`src/rtl/hash_table_pkg.sv`:
```
// Shared types and helpers for the hash table request arbiter.
//   op_e       : client / table operation codes
//   ht_flags_t : table status flags, MSB first
//   onehot()   : index to one-hot vector (up to ONEHOT_W clients)
package hash_table_pkg;

  typedef enum logic [1:0] {
    OP_NOP    = 2'b00,
    OP_READ   = 2'b01,
    OP_WRITE  = 2'b10,
    OP_DELETE = 2'b11
  } op_e;

  typedef struct packed {
    logic key_already_present;
    logic no_element_found;
    logic no_write_space;
    logic no_deletion_target;
  } ht_flags_t;

  localparam int unsigned ONEHOT_W = 32;

  function automatic logic [ONEHOT_W-1:0] onehot(input logic [4:0] idx);
    logic [ONEHOT_W-1:0] vec;
    vec      = '0;
    vec[idx] = 1'b1;
    return vec;
  endfunction

endpackage

```
`src/rtl/hash_table_request_arbiter_tag_fifo.sv`:
```
// In-order tag FIFO holding the client index of every issued-but-unanswered op.
//   clk/reset : clock, async active-high reset
//   push/din  : enqueue a tag (ignored when full unless popping the same cycle)
//   pop/dout  : dequeue head; dout always shows the current head
//   empty/full/count : occupancy status
module hash_table_request_arbiter_tag_fifo #(
  parameter int DEPTH = 4,
  parameter int WIDTH = 2
) (
  input  logic                     clk,
  input  logic                     reset,
  input  logic                     push,
  input  logic                     pop,
  input  logic [WIDTH-1:0]         din,
  output logic [WIDTH-1:0]         dout,
  output logic                     empty,
  output logic                     full,
  output logic [$clog2(DEPTH):0]   count
);

  localparam int AW = $clog2(DEPTH);

  logic [WIDTH-1:0] mem_q [DEPTH];
  logic [WIDTH-1:0] mem_d [DEPTH];
  logic [AW-1:0]    wr_ptr_q, wr_ptr_d;
  logic [AW-1:0]    rd_ptr_q, rd_ptr_d;
  logic [AW:0]      count_q, count_d;
  logic             do_push, do_pop;

  assign empty = (count_q == '0);
  assign full  = (count_q == (AW+1)'(DEPTH));
  assign count = count_q;
  assign dout  = mem_q[rd_ptr_q];

  // A full FIFO may still accept a push when the head leaves in the same cycle.
  assign do_pop  = pop & ~empty;
  assign do_push = push & (~full | do_pop);

  always_comb begin
    mem_d    = mem_q;
    wr_ptr_d = wr_ptr_q;
    rd_ptr_d = rd_ptr_q;
    count_d  = count_q;
    if (do_push) begin
      mem_d[wr_ptr_q] = din;
      wr_ptr_d        = wr_ptr_q + 1'b1;
    end
    if (do_pop) begin
      rd_ptr_d = rd_ptr_q + 1'b1;
    end
    case ({do_push, do_pop})
      2'b10:   count_d = count_q + 1'b1;
      2'b01:   count_d = count_q - 1'b1;
      default: count_d = count_q;
    endcase
  end

  always_ff @(posedge clk or posedge reset) begin
    if (reset) begin
      wr_ptr_q <= '0;
      rd_ptr_q <= '0;
      count_q  <= '0;
    end else begin
      wr_ptr_q <= wr_ptr_d;
      rd_ptr_q <= rd_ptr_d;
      count_q  <= count_d;
    end
  end

  // Storage needs no reset: entries are only read after being written.
  always_ff @(posedge clk) begin
    mem_q <= mem_d;
  end

endmodule

```
`src/rtl/hash_table_request_arbiter.sv`:
```
// Shares one hash_table between NUM_REQUESTERS clients.
//   req_*  : per-client valid/ready request ports (packed key/data/op)
//   rsp_*  : one-hot response strobe with shared registered data/flags bus
//   ht_*   : issue port to the table and its in-order response port
//   busy_o : ops outstanding or issue register occupied
//   err_orphan_o : sticky, a table response arrived with no tag pending
module hash_table_request_arbiter
  import hash_table_pkg::*;
#(
  parameter int NUM_REQUESTERS  = 4,
  parameter int KEY_WIDTH       = 2,
  parameter int DATA_WIDTH      = 32,
  parameter int MAX_OUTSTANDING = 4
) (
  input  logic                                 clk,
  input  logic                                 reset,
  input  logic [NUM_REQUESTERS-1:0]            req_valid_i,
  output logic [NUM_REQUESTERS-1:0]            req_ready_o,
  input  logic [NUM_REQUESTERS*KEY_WIDTH-1:0]  req_key_i,
  input  logic [NUM_REQUESTERS*DATA_WIDTH-1:0] req_data_i,
  input  logic [NUM_REQUESTERS*2-1:0]          req_op_i,
  output logic [NUM_REQUESTERS-1:0]            rsp_valid_o,
  output logic [DATA_WIDTH-1:0]                rsp_data_o,
  output logic [3:0]                           rsp_flags_o,
  output logic                                 ht_valid_o,
  input  logic                                 ht_ready_i,
  output logic [KEY_WIDTH-1:0]                 ht_key_o,
  output logic [DATA_WIDTH-1:0]                ht_data_o,
  output logic [1:0]                           ht_op_o,
  input  logic                                 ht_rsp_valid_i,
  input  logic [DATA_WIDTH-1:0]                ht_rsp_data_i,
  input  logic [3:0]                           ht_rsp_flags_i,
  output logic                                 busy_o,
  output logic                                 err_orphan_o
);

  localparam int TAG_W = $clog2(NUM_REQUESTERS);
  localparam int CNT_W = $clog2(MAX_OUTSTANDING) + 1;

  logic [KEY_WIDTH-1:0]      key_arr  [NUM_REQUESTERS];
  logic [DATA_WIDTH-1:0]     data_arr [NUM_REQUESTERS];
  op_e                       op_arr   [NUM_REQUESTERS];

  logic [TAG_W-1:0]          rr_ptr_q, rr_ptr_d;
  logic                      issue_valid_q, issue_valid_d;
  logic [KEY_WIDTH-1:0]      issue_key_q, issue_key_d;
  logic [DATA_WIDTH-1:0]     issue_data_q, issue_data_d;
  op_e                       issue_op_q, issue_op_d;
  logic [NUM_REQUESTERS-1:0] rsp_valid_q, rsp_valid_d;
  logic [DATA_WIDTH-1:0]     rsp_data_q, rsp_data_d;
  ht_flags_t                 rsp_flags_q, rsp_flags_d;
  logic                      err_q, err_d;

  logic [TAG_W-1:0]          winner;
  logic [TAG_W-1:0]          cand;
  logic                      found;
  logic                      handshake;
  logic                      load;
  logic                      pop;
  logic [TAG_W-1:0]          fifo_head;
  logic                      fifo_empty;
  logic                      fifo_full;
  logic [CNT_W-1:0]          fifo_count;

  always_comb begin
    for (int i = 0; i < NUM_REQUESTERS; i++) begin
      key_arr[i]  = req_key_i[i*KEY_WIDTH +: KEY_WIDTH];
      data_arr[i] = req_data_i[i*DATA_WIDTH +: DATA_WIDTH];
      op_arr[i]   = op_e'(req_op_i[i*2 +: 2]);
    end
  end

  // Round-robin search starts one past the last winner and wraps.
  always_comb begin
    winner = rr_ptr_q;
    cand   = rr_ptr_q;
    found  = 1'b0;
    for (int k = 1; k <= NUM_REQUESTERS; k++) begin
      cand = TAG_W'((int'(rr_ptr_q) + k) % NUM_REQUESTERS);
      if (!found && req_valid_i[cand]) begin
        found  = 1'b1;
        winner = cand;
      end
    end
  end

  // Full FIFO means the registered outstanding count has reached the limit;
  // a pop in the same cycle does not reopen the grant.
  assign handshake   = found & ~fifo_full & (~issue_valid_q | ht_ready_i);
  assign load        = handshake & (op_arr[winner] != OP_NOP);
  assign pop         = ht_rsp_valid_i & ~fifo_empty;
  assign req_ready_o = (handshake && !reset) ?
                       NUM_REQUESTERS'(onehot(5'(winner))) : '0;

  always_comb begin
    rr_ptr_d      = handshake ? winner : rr_ptr_q;
    issue_valid_d = issue_valid_q;
    issue_key_d   = issue_key_q;
    issue_data_d  = issue_data_q;
    issue_op_d    = issue_op_q;
    if (issue_valid_q && ht_ready_i) begin
      issue_valid_d = 1'b0;
      issue_key_d   = '0;
      issue_data_d  = '0;
      issue_op_d    = OP_NOP;
    end
    if (load) begin
      issue_valid_d = 1'b1;
      issue_key_d   = key_arr[winner];
      issue_data_d  = data_arr[winner];
      issue_op_d    = op_arr[winner];
    end
    rsp_valid_d = pop ? NUM_REQUESTERS'(onehot(5'(fifo_head))) : '0;
    rsp_data_d  = pop ? ht_rsp_data_i : rsp_data_q;
    rsp_flags_d = pop ? ht_flags_t'(ht_rsp_flags_i) : rsp_flags_q;
    err_d       = err_q | (ht_rsp_valid_i & fifo_empty);
  end

  always_ff @(posedge clk or posedge reset) begin
    if (reset) begin
      rr_ptr_q      <= TAG_W'(NUM_REQUESTERS - 1);
      issue_valid_q <= 1'b0;
      issue_key_q   <= '0;
      issue_data_q  <= '0;
      issue_op_q    <= OP_NOP;
      rsp_valid_q   <= '0;
      rsp_data_q    <= '0;
      rsp_flags_q   <= '0;
      err_q         <= 1'b0;
    end else begin
      rr_ptr_q      <= rr_ptr_d;
      issue_valid_q <= issue_valid_d;
      issue_key_q   <= issue_key_d;
      issue_data_q  <= issue_data_d;
      issue_op_q    <= issue_op_d;
      rsp_valid_q   <= rsp_valid_d;
      rsp_data_q    <= rsp_data_d;
      rsp_flags_q   <= rsp_flags_d;
      err_q         <= err_d;
    end
  end

  hash_table_request_arbiter_tag_fifo #(
    .DEPTH (MAX_OUTSTANDING),
    .WIDTH (TAG_W)
  ) u_tag_fifo (
    .clk   (clk),
    .reset (reset),
    .push  (load),
    .pop   (pop),
    .din   (winner),
    .dout  (fifo_head),
    .empty (fifo_empty),
    .full  (fifo_full),
    .count (fifo_count)
  );

  assign ht_valid_o   = issue_valid_q;
  assign ht_key_o     = issue_key_q;
  assign ht_data_o    = issue_data_q;
  assign ht_op_o      = issue_op_q;
  assign rsp_valid_o  = rsp_valid_q;
  assign rsp_data_o   = rsp_data_q;
  assign rsp_flags_o  = rsp_flags_q;
  assign busy_o       = (fifo_count != '0) | issue_valid_q;
  assign err_orphan_o = err_q;

endmodule

```
`config.mk`:
```
export PLATFORM = sky130hd
export DESIGN_NAME = hash_table_request_arbiter
export DESIGN_NICKNAME = d
export VERILOG_FILES = /design/src/rtl/hash_table_pkg.sv /design/src/rtl/hash_table_request_arbiter_tag_fifo.sv /design/src/rtl/hash_table_request_arbiter.sv
export SDC_FILE = /design/constraint.sdc
export NUM_CORES = 1
export LEC_CHECK = 0
export CAP_MARGIN = 20
export CORE_ASPECT_RATIO = 0.6
export CORE_UTILIZATION = 40
export DETAILED_ROUTE_END_ITERATION = 8
export PLACE_DENSITY = 0.86
export SETUP_SLACK_MARGIN = 0.1
export SLEW_MARGIN = 20
export SYNTH_ARGS = -nofsm -noshare
export SYNTH_HDL_FRONTEND = slang
export SYNTH_SLANG_ARGS = --single-unit
```
`constraint.sdc`:
```
create_clock -name clk -period 4 [get_ports clk]
set_clock_uncertainty 0.15 [all_clocks]
set_input_delay 0.8 -clock clk [delete_from_list [all_inputs] [get_ports clk]]
set_output_delay 0.8 -clock clk [all_outputs]
set_load 0.05 [all_outputs]
```
After elaboration in Yosys (flattened, before gate mapping)
Cells that the tools add are included.

operators by class
  $add $sub $neg = 8
  multiply operators = 0
  divide/modulo/power cells = 0
  magnitude comparators = 12
  eq/ne operators = 3
  shift operators = 0
  muxes and demuxes = 45
  bitwise operators = 17
  reductions and logical operators = 17

operator list
  operator                                                    number
  two-way mux 32 bit                                          4
  binary-select mux 32 bit (select 2 bit)                     1
  two-way mux 2 bit                                           14
  binary-select mux 2 bit (select 2 bit)                      3
  less-than comparator 2 x 3 -> 1 bit, second input constant  4
  less-than comparator 2 x 6 -> 1 bit, second input constant  2
  two-way mux 1 bit                                           12
  >= comparator 3 bit, second input constant                  3
  inverter 2 -> 3 bit                                         3
  adder 2 x 1 -> 2 bit, second input constant                 4
  binary-select mux 1 bit (select 2 bit)                      4
  bitwise mux 8 bit                                           1
  logical AND 1 bit                                           8
  two-way mux 4 bit                                           2
  bitwise AND 1 bit                                           7
  one-hot mux 3 bit (2 select lines)                          1
  nonzero test 2 bit                                          3
  adder 2 bit, second input constant                          2
  demux 1 bit (select 2 bit)                                  2
  demux 2 bit (select 2 bit)                                  1
  >= comparator 2 x 1 -> 1 bit, second input constant         2
  logical NOT 1 bit                                           4
  OR 1 bit                                                    4
  adder 3 x 1 -> 3 bit, second input constant                 1
  other kinds (8)                                             10

word-level totals
  register bits after elaboration = 95
  latch bits = 0
  memory bits (writable) = 0
  bits in read-only memories = 0
  bits of input ports = 188
  output and inout port bits = 83
  word-level logic and storage cells = 121
  memories = 0

Longest topological paths before layout
  word-level depth = 22
  depth in mapped cells = 14

Modules after synthesis
From an unflattened synthesis, not the netlist that was laid out.

second synthesis, totals
  cells, all modules = 496
  area total of the unflattened synthesis = 5014.8 sq um

by module, submodules not included
  module                               times used  cells an instance  area an instance (sq um)  seq. area each (sq um)
  hash_table_request_arbiter           1           447                4287.9                    2004.4
  hash_table_request_arbiter_tag_fifo  1           49                 726.9                     415.4

Least setup slack after synthesis
OpenSTA, ideal clock, no wires.

  path type = input port to output port
  start = input port req_valid_i[1]
  end = output port req_ready_o[1]
  arrival time = 3.112 ns
  slack = -0.062 ns
  stages = 7
  path buffers = 3
  cell sequence = nor2b_1 -> o21ai_1 -> and3_1 -> buf_2 -> buf_6 -> buf_6 -> nor4_1

between the ends
  cells in the longest elaborated chain, start to end = 17

ends and longest elaborated chain
  element                                                                                                           line                              text
  from (decl)                                                                                                       hash_table_request_arbiter.sv:17  input logic [NUM_REQUESTERS-1:0] req_valid_i,
  binary-select mux 1 bit (select 2 bit)                                                                            hash_table_request_arbiter.sv:80  if (!found && req_valid_i[cand]) begin
  two-way mux 1 bit (not written as such)                                                                           hash_table_request_arbiter.sv:80
  two-way mux 1 bit                                                                                                 hash_table_request_arbiter.sv:80
  logical NOT 1 bit                                                                                                 hash_table_request_arbiter.sv:80
  logical AND 1 bit                                                                                                 hash_table_request_arbiter.sv:80
  two-way mux 1 bit                                                                                                 hash_table_request_arbiter.sv:80
  logical NOT 1 bit                                                                                                 hash_table_request_arbiter.sv:80
  logical AND 1 bit                                                                                                 hash_table_request_arbiter.sv:80
  two-way mux 1 bit                                                                                                 hash_table_request_arbiter.sv:80
  logical NOT 1 bit                                                                                                 hash_table_request_arbiter.sv:80
  logical AND 1 bit                                                                                                 hash_table_request_arbiter.sv:80
  two-way mux 2 bit                                                                                                 hash_table_request_arbiter.sv:80
  less-than comparator 2 x 6 -> 1 bit (not written as such) / >= comparator 2 x 1 -> 1 bit (equally long branches)  hash_table_pkg.sv:26              vec[idx] = 1'b1;
  logical AND 1 bit (not written as such)                                                                           hash_table_pkg.sv:26
  two-way mux 1 bit (not written as such)                                                                           hash_table_pkg.sv:26
  demux 1 bit (select 2 bit)                                                                                        hash_table_pkg.sv:26
  two-way mux 4 bit (*)                                                                                             hash_table_request_arbiter.sv:92  assign req_ready_o = (handshake && !reset) ?
  to (decl)                                                                                                         hash_table_request_arbiter.sv:18  output logic [NUM_REQUESTERS-1:0] req_ready_o,

Mark *: on every way between the ends. The rest lies on a longest branch, timed or not. The select of a mux whose other input is x is not followed.

Worst setup path in the final report
  start = input port req_valid_i[1]
  end = output port req_ready_o[1]

between the ends
  cells in the longest elaborated chain, start to end = 17

ends and longest elaborated chain
  element                                                                                                           line                                       text
  binary-select mux 1 bit (select 2 bit)                                                                            hash_table_request_arbiter.sv:80
  two-way mux 1 bit (not written as such)                                                                           hash_table_request_arbiter.sv:80
  two-way mux 1 bit                                                                                                 hash_table_request_arbiter.sv:80
  logical NOT 1 bit                                                                                                 hash_table_request_arbiter.sv:80
  logical AND 1 bit                                                                                                 hash_table_request_arbiter.sv:80
  two-way mux 1 bit                                                                                                 hash_table_request_arbiter.sv:80
  logical NOT 1 bit                                                                                                 hash_table_request_arbiter.sv:80
  logical AND 1 bit                                                                                                 hash_table_request_arbiter.sv:80
  [2 not listed]                                                                                                    -
  logical AND 1 bit                                                                                                 hash_table_request_arbiter.sv:80
  two-way mux 2 bit (*)                                                                                             hash_table_request_arbiter.sv:80
  named net u_tag_fifo.din[1]                                                                                       hash_table_request_arbiter_tag_fifo.sv:14  input logic [WIDTH-1:0] din,
  less-than comparator 2 x 6 -> 1 bit (not written as such) / >= comparator 2 x 1 -> 1 bit (equally long branches)  hash_table_pkg.sv:26
  logical AND 1 bit (not written as such)                                                                           hash_table_pkg.sv:26
  two-way mux 1 bit (not written as such)                                                                           hash_table_pkg.sv:26
  demux 1 bit (select 2 bit) (*)                                                                                    hash_table_pkg.sv:26
  two-way mux 4 bit (*)                                                                                             hash_table_request_arbiter.sv:92

Mark *: on every way through the listed nets, which the timed path passes. The rest lies on a longest branch. The select of a mux whose other input is x is not followed.

==> flow_metrics.py <==
metrics = {
    "final_layout": {
        "final_util": 0.6768,
        "area_delta_synth_final_pct": 61.20,
        "antenna_cells": 0,
        "final_common_cell": "clkdlybuf4s50_1",
        "final_cell_mix": "clkdlybuf4s50_1, nand2_1, mux2i_1",
        "nFillCells": 943,
        "final_layout_size_suffix_gt1_frac": 0.1008,
        "nNetsFinal": 953,
        "final_area_sq_um": 8348,
    },
    "global_route": {
        "grt_max_degree": 88,
        "antenna_found_initial": 0,
        "grt_pass1_wl_mm": 23.78,
        "grt_overflow_total": 0,
        "track_usage": 0.2256,
        "grt_pass1_vias": 4911,
    },
    "drt": {
        "drt-pass1-iter-count": 4,
        "routedWlPerCell_um": 16.05,
        "viasPerCell": 4.899,
        "vias": 4551,
        "totalWireLength_mm": 14.91,
        "initialDrtViolationCount": 124,
        "drc_errors": 0,
        "ant_nets": 0,
    },
    "yosys": {
        "synth_warnings": 0,
        "syn_area_per_cell_sq_um": 10.42,
        "ys.flop_type": "dfrtp_1",
        "syn_nets": 691,
        "synth_cells": 497,
        "netlist_area_sq_um": 5179,
        "synthArstFlopShare": 0.9158,
        "ys_seq_elements": 95,
        "seq_area_frac_synth": 0.4673,
        "synth-edff-count": 8,
        "synthDistinctLibCells": 40,
    },
    "critical_path": {
        "cp-endpoint": "req_ready_o[1]",
        "cp-startpoint": "req_valid_i[1]",
        "critPathCaptureType": "primary output",
        "crit_arrival_ns": 2.79,
        "worst-setup-path-type": "primary input to primary output",
        "r2r_cells": 12,
        "rr_endpoint": "u_tag_fifo.count[2]",
        "start_kind": "primary input",
        "cp.required_ns": 3.05,
        "r2r_start": "rr_ptr_q[0]",
        "rrSetupSlack_ns": 1.04,
        "cp_max_fo": 10,
    },
    "sta": {
        "setup-violations-final": 0,
        "finalCriticalPeriod_ns": 3.744,
        "drv_slew": 0,
        "final.setup.worst_slack_ns": 0.2555,
        "rsz0062_at_grt": "no",
        "fmax_mhz": 267.1,
        "finalSetupTns_ns": 0,
        "timing.final.crit_share": 0.9361,
        "tightest_slew_ns": 0.7593,
        "finalHoldViolations": 0,
        "slew_headroom": 0.4938,
    },
    "pwr": {
        "p_leak_nw": 3.839,
        "pwr-share-clk": 0.123,
        "p_int_mw": 3.532,
        "power_switching_mw": 3.114,
        "irDropWorstVdd_uv": 395.5,
        "combinationalPowerShare": 0.630,
        "p_per_area_nw_per_um2": 796.1,
        "seq_power_share": 0.248,
        "finalPower_mw": 6.646,
        "switching_share": 0.4685,
    },
    "run": {
        "maxCapViolCount": 0,
    },
    "placement": {
        "hpwlAfterDp_mm": 11.51,
        "numPortBuffers": 270,
        "dp_worst_setup_slack_ns": 0.1496,
        "place_area_sq_um": 8048,
        "finalWeightedCongestion": 0.7965,
    },
    "clock_network": {
        "clk_pin_slew_ns": 0.07,
        "clockRootBuffer": "clkbuf_16",
        "cts_tree": "yes",
        "cts_num_sinks": 95,
        "cts_made_buffers": 9,
        "htreeDepth": 3,
        "insertion_delay_ns": 0.33,
        "ctsLongestPathBuffers": 2,
        "cts_hold_buf": 0,
    },
    "floorplanning": {
        "die_w_um": 148.9,
        "fp-row-count": 31,
        "start_util": 0.4199,
        "fp.dieArea_sq_um": 13420,
        "ios": 271,
        "die_h_um": 90.14,
        "core_area_sq_um": 12330,
    },
    "hold_path": {
        "hold_class": "register to register",
    },
    "status": {
        "status": "finished, final reports clean",
    },
}
-- worst max-delay path, stage by stage --
cell and delay [ns]:
clkdlybuf4s50_1 0.52, nor2b_1 0.27, nor3_2 0.11, nor2_4 0.29
inv_2 0.17, nor4_2 0.42, buf_12 0.20
-- how the worst min path moves through the flow --
stage	from	to	slack, ns	cells after the start
detailed placement	err_orphan_o	err_orphan_o	0.31	1
global route	err_orphan_o	err_orphan_o	0.34	1
floorplan	rr_ptr_q[0]	rr_ptr_q[0]	0.31	2
global placement	err_orphan_o	err_orphan_o	0.29	1
finish	err_orphan_o	err_orphan_o	0.33	1
CTS	err_orphan_o	err_orphan_o	0.33	1
-- layout make-up --
cell class              instances  area [sq um]  area share
clock inverters                 7         66.31    0.007944
clock buffers                   9         225.2     0.02698
inverters                      14         57.56    0.006894
multi-input cells             360          2550      0.3055
well taps                     165         206.4     0.02473
repair buffers                279          2823      0.3381
flip-flops and latches         95          2420      0.2899
-- power by group through the flow --
| stage | Combinational [mW] | Sequential, mW | Clock, mW |
|---|---|---|---|
| finish | 4.18 | 1.65 | 0.817 |
| floorplan | 1.86 | 2.74 | 0 |
| detailed placement | 4.20 | 1.66 | 0 |
| global placement | 4.09 | 1.63 | 0 |
| global route | 4.44 | 1.69 | 0.885 |
| CTS | 4.22 | 1.64 | 0.840 |
-- per-layer routing --
metal  wire length, um  vias up  track usage
met2              7492      147       0.4012
met4               166        0      0.05272
li1                  -     2190            -
met3               875       17      0.05685
met5                 0        -            0
met1              6376     2197       0.2718
-- state kept, by name, summed over array words and instances (netlist names), 3 cells and up --
name              cells
rsp_flags_o           4
u_tag_fifo.mem_q      8
ht_data_o            32
u_tag_fifo.count      3
rsp_valid_o           4
rsp_data_o           32
-- cells by family after synthesis --
kind of cell,share of synthesized area
multiplexers,0.2916
AND/OR/NAND/NOR,0.1476
flip-flops,0.4673
buffers and inverters,0.04639
AO/OA/AOI/OAI,0.02102
adder cells (fa/ha/maj),0.01595
XOR/XNOR,0.01015
-- stage by stage --
step / instances / hold slack, ns
after CTS: 929 / 0.3264
after floorplan: 497 / 0.3089
final: 929 / 0.3273
after global placement: 913 / 0.2861
after global routing: 929 / 0.3399
after detailed placement: 913 / 0.3102
-- Yosys cell counts, types with 2 or more instances --
library cell / count / area share
inv_2: 3 / 0.0022
inv_1: 11 / 0.0080
buf_6: 10 / 0.022
nand2_1: 153 / 0.11
and3_1: 3 / 0.0036
nor2_1: 14 / 0.010
buf_2: 6 / 0.0058
ha_1: 5 / 0.012
clkbuf_1: 11 / 0.0080
nor3_1: 2 / 0.0019
dfstp_2: 2 / 0.010
nor2b_1: 4 / 0.0048
mux2_2: 34 / 0.074
xor2_1: 2 / 0.0034
nor4_1: 5 / 0.0060
mux4_2: 2 / 0.0087
edfxtp_1: 8 / 0.046
o21ai_0: 2 / 0.0019
a211oi_1: 2 / 0.0029
o21ai_1: 3 / 0.0029
nand2b_1: 3 / 0.0036
xnor2_1: 4 / 0.0068
mux2i_1: 107 / 0.21
dfrtp_1: 85 / 0.41
-- what timing repair did --
action | in CTS | in global routing
setup endpoints to repair | 0 | 1
hold endpoints to repair | 0 | 0
gates resized for setup | 0 | 1
setup buffers | 0 | 0
(Power assumes the default switching activity.)
==> variant 1: new RTL, same flow settings <==
Change the parameter `KEY_WIDTH` from 2 to 4.
--- a/src/rtl/hash_table_request_arbiter.sv
+++ b/src/rtl/hash_table_request_arbiter.sv
@@ -10,3 +10,3 @@
   parameter int NUM_REQUESTERS  = 4,
-  parameter int KEY_WIDTH       = 2,
+  parameter int KEY_WIDTH       = 4,
   parameter int DATA_WIDTH      = 32,
Ports: changed (resized ht_key_o and req_key_i); port bits go from 271 to 281. No check against the original RTL was run, so the function may have changed too.
==> variant 1 against the original RTL <==
- synthesized area is 2.4% higher
- maximum frequency is 2.1% higher
- final cell count is 1.7% higher
- highest routed layer unchanged
- power is 2.1% higher
- synthesized cell count is 0.60% higher
- worst setup slack better by 76 ps
- sequential cell count is 2 higher
- final area is 2.1% higher
- wire length is 5.0% higher
- largest power group unchanged
- non-clock buffer count is 10 higher
==> variant 1: results (changes against the original RTL) <==
status: complete, no violations
PwrDens: 796 nW/um^2 (about the same)
Leak: 3.90 nW (+1.6%)
wl on met1: 6.90 mm (+8.2%)
Post-DP HPWL: 11.9 mm (+3.5%)
met2 Resource Use GR: 0.380 (-0.0214)
Gate Count Post-Synth: 500 (+0.60%)
met3 GRT Util: 0.0668 (+0.00998)
# fillers: 985 (+4.5%)
Flop pwr share: 0.251 (+0.003)
worst path arrival time: 2720 ps (-70 ps)
kind of cell adding the most delay to the critical path: buffers and inverters
# diodes: 0 (unchanged)
global-route wire length before repair: 24.7 mm (+3.8%)
Post-synth ARST share: 0.918 (+0.00174)
Met2 Wirelength: 7.29 mm (-2.7%)
vias in the first global route: 4846 (-1.3%)
largest net degree at the start of global routing: 75 (-15%)
pre-CTS setup slack: 120 ps (-30.0 ps)
fraction of layout cells with a size suffix above 1: 0.101 (-0.000140)
met3 routed WL: 1.29 mm (+47%)
Routed WL: 15.7 mm (+5.0%)
count of different cell masters after synthesis: 39 (-2.5%)
Layout Nets: 972 (+2.0%)
Final Util: 0.661 (-0.0155)
Slowest Stage Delay on Critical Path: 470 ps (-50 ps)
gr usage total: 0.233 (+0.00694)
worst-margin pin slew: 875 ps (+115 ps)
Worst VDD drop: 504 uV (+27%)
Buffers on Ports: 280 (+3.7%)
Area after DPL: 8250 sq um (+2.5%)
Starting DRT DRC Count: 147 (+19%)
largest cells by area after synthesis: dfrtp_1, mux2i_1, nand2_1
HP Class: reg2reg
met1 Usage GRT: 0.304 (+0.0324)
Cells after DPL: 929 (+1.8%)
Post-Syn Nets: 702 (+1.6%)
Via density: 4.96 (+1.3%)
Seq/Total Area, Yosys: 0.466 (-0.00159)
Clk power: 0.820 mW (about the same)
routability cong.: 0.848 (+6.5%)
Post-synth top cells: nand2_1, mux2i_1, dfrtp_1
P_int: 3.62 mW (+2.5%)
critical path peak fanout: 7 (-3)
Non-Filler Instances: 945 (+1.7%)
variant 1: kinds of logic after synthesis:
family	count (synthesis)	share of synthesized area
flip-flops	97	0.466
multiplexers	153	0.302
AND/OR/NAND/NOR	181	0.138
XOR/XNOR	6	0.00991
buffers and inverters	42	0.0455
adder cells (fa/ha/maj)	6	0.0156
AO/OA/AOI/OAI	15	0.0231
variant 1: layout make-up:
cell class                 count  area share
timing repair buffer         289       0.340
multi-input combinational    361       0.307
sequential                    97       0.290
clock buffer                  10      0.0269
tap                          170      0.0249
clock inverter                 6     0.00602
inverter                      12     0.00572
variant 1: final timing paths:
kind                       depth (start not counted)  slack [ps]           start             endpoint
max reg2reg                                        7         820     rr_ptr_q[0]  u_tag_fifo.mem_q[5]
max in group asynchronous                          4        1790           reset       rsp_valid_o[0]
min reg2reg                                        1         320    err_orphan_o         err_orphan_o
min                                                1         320    err_orphan_o         err_orphan_o
min in group asynchronous                          3         750           reset         ht_data_o[1]
max                                                7         330  req_valid_i[3]       req_ready_o[0]
==> variant 2: new RTL, config.mk and constraints unchanged <==
Without the edit above. Take the reset off `rsp_data_q` and load it in a clocked block of its own.
--- a/src/rtl/hash_table_request_arbiter.sv
+++ b/src/rtl/hash_table_request_arbiter.sv
@@ -126,3 +126,2 @@
       rsp_valid_q   <= '0;
-      rsp_data_q    <= '0;
       rsp_flags_q   <= '0;
@@ -136,3 +135,2 @@
       rsp_valid_q   <= rsp_valid_d;
-      rsp_data_q    <= rsp_data_d;
       rsp_flags_q   <= rsp_flags_d;
@@ -140,2 +138,6 @@
     end
+  end
+
+  always_ff @(posedge clk) begin
+    rsp_data_q <= rsp_data_d;
   end
Behaviour: differs if reset is asserted again (counterexample within 4 cycles, from zero or initial values and one cycle with reset high); with reset held inactive, the same outputs for 4 cycles.
==> variant 2 against the original RTL <==
- count of clock-buffer cells in the layout increased by 1
- wire length decreased by 4.6%
- worst setup slack got worse by 67 ps
- power decreased by 5.8%
- register-to-register slack got worse by 200 ps
- final area decreased by 1.6%
- sequential cell count unchanged
- synthesized area decreased by 4.5%
- critical path type unchanged
- critical endpoint is now req_ready_o[2]
- largest cell class unchanged
- highest routed layer unchanged
==> variant 2: results (changes against the original RTL) <==
status: complete, no violations
Cells after DPL: 825 (-9.6%)
Avg WL per Cell: 16.8 um (+4.7%)
vias in the first global route: 4361 (-11%)
Via density: 4.89 (-0.15%)
compound-gate portion of the synthesized area: 0.0377 (+0.0167)
met1 Usage GRT: 0.259 (-0.0124)
Post-synth ARST share: 0.579 (-0.337)
largest cells by area after synthesis: dfrtp_1, edfxtp_1, mux2i_1
largest net degree at the start of global routing: 43 (-51%)
xor/xnor share of the synthesized area: 0.0106 (+0.000475)
post-cts sizing count: 1 (+1)
Area after DPL: 7890 sq um (-2.0%)
critical path peak fanout: 7 (-3)
gr usage total: 0.221 (-0.00453)
Starting DRT DRC Count: 149 (+20%)
Comb pwr share: 0.611 (-0.019)
Clk power: 0.813 mW (-0.5%)
worst path arrival time: 2860 ps (+70 ps)
Post-synth top cells: mux2i_1, nand2_1, dfrtp_1
Mean Syn Cell Area: 12.5 sq um (+20%)
# fillers: 866 (-8.2%)
Worst VDD drop: 414 uV (+4.7%)
global-route wire length before repair: 22.0 mm (-7.6%)
met3 GRT Util: 0.0521 (-0.00477)
count of different cell masters after synthesis: 39 (-2.5%)
Leak: 3.55 nW (-7.4%)
Seq/Total Area, Yosys: 0.521 (+0.0542)
Layout Nets: 870 (-8.7%)
Adder-Cell Fraction of Synth Area: 0.0167 (+0.000746)
met2 Resource Use GR: 0.411 (+0.0101)
Post-Syn Nets: 591 (-14%)
variant 2: cell types whose count changed in the layout (fill, tap and decap cells not counted), sizes merged, moves of 3 or more:
| cell | before | now |
|---|---|---|
| nand2 | 153 | 55 |
| dfrtp | 85 | 53 |
| edfxtp | 8 | 40 |
| buf | 13 | 22 |
| nor2 | 15 | 10 |
| inv | 16 | 20 |
| a32oi | 1 | 4 |
| nand2b | 3 | 6 |
variant 2: path summary, 6_finish.rpt:
check	cells past startpoint	slack, ps	to	startpoint
max	8	190	req_ready_o[2]	req_valid_i[1]
min	1	310	err_orphan_o	err_orphan_o
max reg2reg	12	840	u_tag_fifo.count[2]	rr_ptr_q[1]
min reg2reg	1	310	err_orphan_o	err_orphan_o
max in group asynchronous	3	1980	ht_data_o[9]	reset
min in group asynchronous	2	970	rsp_valid_o[0]	reset
variant 2: critical path, cell delays in order:
cell,delay [ps]
clkdlybuf4s50_1,540
nand2_1,140
a21oi_1,120
a211oi_4,400
inv_1,220
nor4_1,320
buf_4,170
buf_12,130
variant 2: cell type report:
| class | instances | area (sq um) | area share |
|---|---|---|---|
| Clock buffer | 10 | 229 | 0.0279 |
| Clock inverter | 6 | 52.6 | 0.00640 |
| Inverter | 18 | 67.6 | 0.00823 |
| Multi-Input combinational cell | 264 | 2210 | 0.269 |
| Sequential cell | 95 | 2580 | 0.314 |
| Tap cell | 165 | 206 | 0.0251 |
| Timing Repair Buffer | 288 | 2870 | 0.349 |
variant 2: metal layers:
metal | routed length (um) | vias to the layer above
li1 | - | 1971
met1 | 5950 | 2015
met3 | 698 | 15
met5 | 0 | -
met4 | 198 | 0
met2 | 7370 | 137
